**src/rtl/seq_mul_if.sv**
```systemverilog
// seq_mul_if: operand/product handshake bundle for the sequential multiplier
interface seq_mul_if;
  logic in_valid;
  logic in_ready;
  logic [31:0] a;
  logic [31:0] b;
  logic out_valid;
  logic out_ready;
  logic [63:0] product;
  logic busy;
  modport master (output in_valid, a, b, out_ready, input in_ready, out_valid, product, busy);
  modport slave (input in_valid, a, b, out_ready, output in_ready, out_valid, product, busy);
endinterface

```
**src/rtl/seq_mul.sv**
```systemverilog
// seq_mul: 32x32 shift-and-add multiplier built on two 32-bit adders; optional SEQ_MUL_EARLY_EXIT_EN
// ends RUN once the remaining multiplier bits are all zero.
module toy_add (
  input  logic [31:0] x,
  input  logic [31:0] y,
  output logic [31:0] s
);
  assign s = x + y;
endmodule

module seq_mul (
  input logic clk,
  input logic rst,
  seq_mul_if.slave bus
);
  typedef enum logic [1:0] {IDLE, RUN, DONE} state_t;
  state_t state, next;
  logic [63:0] acc, mcand;
  logic [31:0] mplier, lo, hi, mcand_hi_c;
  logic [4:0] count;
  logic carry, last;
  toy_add u_lo (.x(acc[31:0]), .y(mcand[31:0]), .s(lo));
  // mcand[63:32] is at most 0x7FFFFFFF when added, so folding the carry in cannot wrap
  assign carry = lo < acc[31:0];
  assign mcand_hi_c = mcand[63:32] + {31'd0, carry};
  toy_add u_hi (.x(acc[63:32]), .y(mcand_hi_c), .s(hi));
`ifdef SEQ_MUL_EARLY_EXIT_EN
  assign last = (count == 5'd31) || (mplier[31:1] == 31'd0);
`else
  assign last = count == 5'd31;
`endif
  always_comb begin
    next = state;
    next = state == IDLE ? (bus.in_valid ? RUN : IDLE) :
           state == RUN  ? (last ? DONE : RUN) :
                           (bus.out_ready ? IDLE : DONE);
    bus.in_ready = state == IDLE;
    bus.out_valid = state == DONE;
    bus.busy = state != IDLE;
    bus.product = state == DONE ? acc : 64'd0;
  end
  always_ff @(posedge clk) begin
    if (rst) begin
      state <= IDLE;
      acc <= '0;
      mcand <= '0;
      mplier <= '0;
      count <= '0;
    end else begin
      state <= next;
      if (state == IDLE && bus.in_valid) begin
        mcand <= {32'd0, bus.a};
        mplier <= bus.b;
        acc <= '0;
        count <= '0;
      end else if (state == RUN) begin
        if (mplier[0]) acc <= {hi, lo};
        mcand <= mcand << 1;
        mplier <= mplier >> 1;
        count <= count + 5'd1;
      end
    end
  end
endmodule

```
**src/flat_wrapper.sv**
```systemverilog
// flat-port wrapper written by rule: the top's interface ports become plain ports
module seq_mul_flat 
  (clk, rst, bus_in_valid, bus_a, bus_b, bus_out_ready, bus_in_ready, bus_out_valid, bus_product, bus_busy);
  seq_mul_if bus_i ();
  input logic clk;
  input logic rst;
  input wire logic [$bits(bus_i.in_valid)-1:0] bus_in_valid;
  input wire logic [$bits(bus_i.a)-1:0] bus_a;
  input wire logic [$bits(bus_i.b)-1:0] bus_b;
  input wire logic [$bits(bus_i.out_ready)-1:0] bus_out_ready;
  output wire logic [$bits(bus_i.in_ready)-1:0] bus_in_ready;
  output wire logic [$bits(bus_i.out_valid)-1:0] bus_out_valid;
  output wire logic [$bits(bus_i.product)-1:0] bus_product;
  output wire logic [$bits(bus_i.busy)-1:0] bus_busy;
  assign bus_i.in_valid = bus_in_valid;
  assign bus_i.a = bus_a;
  assign bus_i.b = bus_b;
  assign bus_i.out_ready = bus_out_ready;
  assign bus_in_ready = bus_i.in_ready;
  assign bus_out_valid = bus_i.out_valid;
  assign bus_product = bus_i.product;
  assign bus_busy = bus_i.busy;
  seq_mul u_core (.clk(clk), .rst(rst), .bus(bus_i));
endmodule
```
**config.mk**
```make
export PLATFORM = sky130hd
export DESIGN_NAME = seq_mul_flat
export DESIGN_NICKNAME = d
export VERILOG_FILES = /design/src/rtl/seq_mul_if.sv /design/src/rtl/seq_mul.sv /design/src/flat_wrapper.sv
export SDC_FILE = /design/constraint.sdc
export NUM_CORES = 1
export LEC_CHECK = 0
export ABC_AREA = 1
export CAP_MARGIN = 15
export CORE_AREA = 2 2 172 174
export DETAILED_ROUTE_END_ITERATION = 16
export DIE_AREA = 0 0 174 176
export PLACE_DENSITY = 0.61
export SYNTH_ARGS = -nofsm -noshare
export SYNTH_HDL_FRONTEND = slang
export SYNTH_HIERARCHICAL = 1
export SYNTH_SLANG_ARGS = --single-unit
```
**constraint.sdc**
```tcl
create_clock -name clk -period 10.25 [get_ports clk]
set_input_delay 1.5375 -clock clk [delete_from_list [all_inputs] [get_ports clk]]
set_output_delay 1.5375 -clock clk [all_outputs]
set_load 0.03 [all_outputs]
```
# After elaboration in Yosys (flattened, before gate mapping)
# Index checks and enable logic that the tools add are counted.
op_classes:
  n_eq_ne: 3
  n_addsub: 4
  n_mux: 10
  n_reduce_logical: 6
  n_lt_le_gt_ge: 1
ops:
  columns: ["cell", "n"]
  rows:
  - ["32-bit 2-to-1 mux", 4]
  - ["32-bit adder", 2]
  - ["64-bit 2-to-1 mux", 1]
  - ["32-bit by 1-bit adder with 32-bit output", 1]
  - ["32-bit < comparator", 1]
  - ["2-bit 2-to-1 mux", 4]
  - ["5-bit by 1-bit adder with 5-bit output (second input constant)", 1]
  - ["5-bit equality test (second input constant)", 1]
  - ["2-bit nonzero test", 2]
  - ["2-bit by 1-bit equality test with 1-bit output (second input constant)", 1]
  - ["2-bit equality test (second input constant)", 1]
  - ["2-bit zero test", 1]
  - ["2-bit AND reduction", 1]
  - ["2-bit OR reduction", 1]
  - ["1-bit logical AND", 1]
  - ["1-bit 2-to-1 mux", 1]
word_totals:
  reg_bits: 167
  output_inout_bits: 67
  input_bits: 68

# Longest topological paths before layout
logic_depth:
  word_depth: 4
  depth_mapped: 44
  ltp_nobuf: 44

# Cells and area by module
# The synthesis kept the hierarchy.
modules_own_cells:
  columns: ["mod", "cells_per_inst", "area_each_um2", "instances"]
  rows:
  - ["seq_mul", 1114, 8047.7, 1]
  - ["toy_add (u_core.u_hi)", 494, 2384.8, 1]
  - ["toy_add (u_core.u_lo)", 491, 2323.5, 1]

# Worst setup path before layout
# Ideal clock, no wire load.
synth_path:
  kind: "flip-flop to flip-flop"
  startpoint: "register u_core.mcand[0]"
  endpoint: "register u_core.acc[63]"
  t_arrival_ns: 4.653
  period_less_slack_ns: 4.781
  path_stages_with_launch: 40
  n_path_buf: 0
  path_slack_ns: 5.469
  cell_sequence: "dfxtp_1 > ha_1 > fa_1 > nand3_1 > nand3_1 > nand2_1 > nand2_2 > nand2_1 > nand2_2 > nand2_1 > nand2_1 > nand2_1 > nand2_1 > ha_1 > nand4_1 > nor2_1 > and3_1 > a21oi_1 > [... 4 more ...] > nand4_4 > nor2_4 > nand2_4 > nor2_8 > nand2_1 > nand2_1 > nand2_1 > ha_1 > a21oi_1 > nand2_1 > nand2_1 > nand2_1 > a21oi_1 > nand2_1 > nand2_1 > nand2_1 > o21ai_0 > a21oi_1"
synth_between:
  elab_chain_cells: 4
synth_rtl:
  columns: ["item", "line", "source"]
  rows:
  - ["start: declaration", "seq_mul.sv:18", "logic [63:0] acc, mcand;"]
  - ["start signal: assignment", "seq_mul.sv:52", "mcand <= {32'd0, bus.a};"]
  - ["start signal: assignment", "seq_mul.sv:58", "mcand <= mcand << 1;"]
  - ["32-bit adder", "seq_mul.sv:8", "assign s = x + y;"]
  - ["via u_core.lo[28]", "seq_mul.sv:19", "logic [31:0] mplier, lo, hi, mcand_hi_c;"]
  - ["32-bit < comparator", "seq_mul.sv:24", "assign carry = lo < acc[31:0];"]
  - ["32-bit by 1-bit adder with 32-bit output", "seq_mul.sv:25", "assign mcand_hi_c = mcand[63:32] + {31'd0, carry};"]
  - ["via u_core.mcand_hi_c[26]", "seq_mul.sv:19", null]
  - ["32-bit adder", "seq_mul.sv:8", null]
  - ["via u_core.hi[31]", "seq_mul.sv:19", null]
  - ["end signal: assignment", "seq_mul.sv:57", "if (mplier[0]) acc <= {hi, lo};"]
  - ["end: declaration", "seq_mul.sv:18", null]
# The timed path passes the listed nets, and every way through them passes these cells.
# A chain may end at the register's enable or synchronous reset.

# Worst setup path after layout
layout_path:
  startpoint: "register u_core.mcand[0]"
  endpoint: "register u_core.acc[61]"
# Same word-level chain as after synthesis.

==> results.cfg <==
[status]
status = complete, no violations

[clock_tree]
htree_num_levels = 4
ctsRootBufferMaster = clkbuf_16
cts_hold_buffers = 0
clk_latency_ns = 0.45
postCtsResizedCells = 0
clk_pin_slew_ns = 0.08
cts_tree = done
cts_buffer_depth = 2
cts_setup_buffers = 0
cts_made_buffers = 17
clkSinkCount = 167

[setup_path]
reg2reg_slack_ns = 4.24
path_class = flip-flop to flip-flop
slowest_delay_ns = 0.46
crit_required_ns = 10.56
path_common_cell = nand2_1
end_kind = flip-flop
worstPathArrival_ns = 6.32
cp-start-kind = flip-flop
reg2regPathDepth = 41
cp_slowest_cell = fa_1
worstPathMaxFanout = 5
r2r-end = u_core/acc[61]
worstReg2RegStart = u_core/mcand[0]

[power_and_ir_drop]
powerDensity_nw_per_um2 = 112
vdd_drop_max_v = 0.0000899
leakage_uw = 0.00718
power.total_uw = 1680

[timing]
setup_slack_ns = 4.24
skew_ns = 0.0196
rsz0062_at_grt = no
finalCriticalPeriod_ns = 6.01
final-hold-violation-count = 0
finalCritPeriodShare_pct = 58.7
relSlewSlack_pct = 32.1
drv_slew = 0
max_slew.worst_pin.slew_ns = 1.02
fin_tns_setup_ns = 0
setup_viol = 0
fmax_ghz = 0.166

[yosys]
synth_top_area_cell = dfxtp_1
synth_top_area_share_pct = 26.2
avgSynthCellArea_um2 = 6.08
synthDistinctLibCells = 40
synthTopCellsByArea = dfxtp_1, nand2_1, ha_1
synth_area_um2 = 12800
ys_seq_area_share_pct = 26.2
yosysWarnings = 6
syn_inst = 2099
synth-seq-cells = 167
syn_nets = 2266

[drt]
drc_errors = 0
routed_wl_um = 36600
num_vias = 12921
routedWlPerCell_um = 14.1
via_per_inst = 4.99
ant_nets = 0
first_iter_violations = 826
dr.pass1.iters = 9

[final_layout]
drive_gt1_share_pct = 4.85
final_common_cell = nand2_1
diodes = 0
syn_to_final_growth_pct = 17.0
final_cell_mix = nand2_1, inv_1, nor2_1
nets = 2358
n_fill_cell = 3078
fin_area_um2 = 14900
fin_util_pct = 52.3

[global_route]
track_usage_pct = 24.1
grt_pass1_vias = 12211
grt_pass1_wl_um = 60200
antenna_found_initial = 0
overflow = 0
grt_max_degree = 86

[floorplanning]
dieArea_um2 = 30600
floorplan.initialDensity_pct = 44.7
die_w_um = 174
core_um2 = 28500
rows = 62
ios = 135
die_h_um = 176

[hold_path]
whs_path_depth = 2
hp-start = u_core/count[4]
hp-class = flip-flop to flip-flop
holdPathEnd = u_core/count[4]

[placed_design]
placed_area_um2 = 14300
numPortBuffers = 134
dp_slack_ns = 4.31
hpwl_um = 28000
gp_congestion = 0.978

[job]
max_cap_violations = 0
through the flow:
stage,std cells,hold slack (ns)
floorplan,2099,0.440
global placement,2556,0.453
detailed placement,2556,0.465
CTS,2588,0.475
global route,2588,0.499
finish,2588,0.472
sequential cells by signal, summed over array words and instances (netlist names):
| register | cells |
|---|---|
| u_core/state | 2 |
| u_core/count | 5 |
| u_core/acc | 64 |
| u_core/mplier | 32 |
| u_core/mcand | 64 |
critical path: cells and delay by family (launching register included):
| kind | cells | cell delay (ns) |
|---|---|---|
| AOI/OAI and AO/OA | 7 | 1.27 |
| adders and majority gates | 6 | 1.75 |
| DFF | 1 | 0.33 |
| and+or+nand+nor | 28 | 2.54 |
cells in the mapped netlist:
cell type  number
inv_1         311
or2_4           1
a21o_1          3
a21oi_2         1
buf_6           1
nor2_4          7
inv_2           8
a31oi_1        62
dfxtp_1       167
nor3_2          4
buf_1           1
nor2_2          7
nor4_1          1
nor2_1        181
xor2_1         47
a211oi_1       13
o21a_1          1
nand4_1        16
and3_1          1
buf_2          23
a2111oi_0       1
nor2_8          1
o21ai_0        56
nand2_2        25
nand3_1        58
fa_1            2
nand4_4         1
clkbuf_1       35
xnor2_1        14
a21oi_1       142
o21ba_2         1
nand3b_1        1
buf_4           8
nand3_2         7
nor3_1         22
nand2_4         1
xor2_2          1
nand2_1       766
o21bai_1        4
ha_1           97
logic make-up after synthesis:
group / after synthesis / synth area share (%)
and+or+nand+nor: 1100 / 35.5
buffers and inverters: 387 / 11.9
AOI/OAI and AO/OA: 284 / 12.3
DFF: 167 / 26.2
adders and majority gates: 99 / 9.83
xor gates and xnor gates: 62 / 4.32
where the power goes:
group,switching (µW),internal [µW]
sequential,23.7,679
combinational,201,111
clock,331,331
layout make-up:
cell class / count / area (µm²) / share of cell area [%]
inverter: 319 / 1200 / 8.02
clock inverter: 15 / 179 / 1.20
tap: 384 / 480 / 3.22
multi-input combinational: 1545 / 7910 / 53.0
timing repair buffer: 141 / 1390 / 9.31
sequential: 167 / 3340 / 22.4
clock buffer: 17 / 425 / 2.85
layer usage:
layer | track usage (%) | wire length [µm] | up-vias
met5 | 0 | 0 | -
met4 | 7.81 | 861 | 0
met3 | 2.05 | 1430 | 49
met2 | 42.6 | 17400 | 318
met1 | 31.1 | 16900 | 5791
li1 | - | - | 6763
how the worst max path moves through the flow:
| stage | start | end | slack (ns) | cells past startpoint |
|---|---|---|---|---|
| global route | u_core/mcand[0] | u_core/acc[59] | 3.78 | 40 |
| CTS | u_core/mcand[0] | u_core/acc[59] | 4.30 | 40 |
| floorplan | u_core/mcand[0] | u_core/acc[63] | 5.47 | 39 |
| detailed placement | u_core/mcand[0] | u_core/acc[59] | 4.31 | 40 |
| global placement | u_core/mcand[0] | u_core/acc[59] | 4.39 | 40 |
| finish | u_core/mcand[0] | u_core/acc[61] | 4.24 | 41 |
Power figures use the tool's default switching activity.
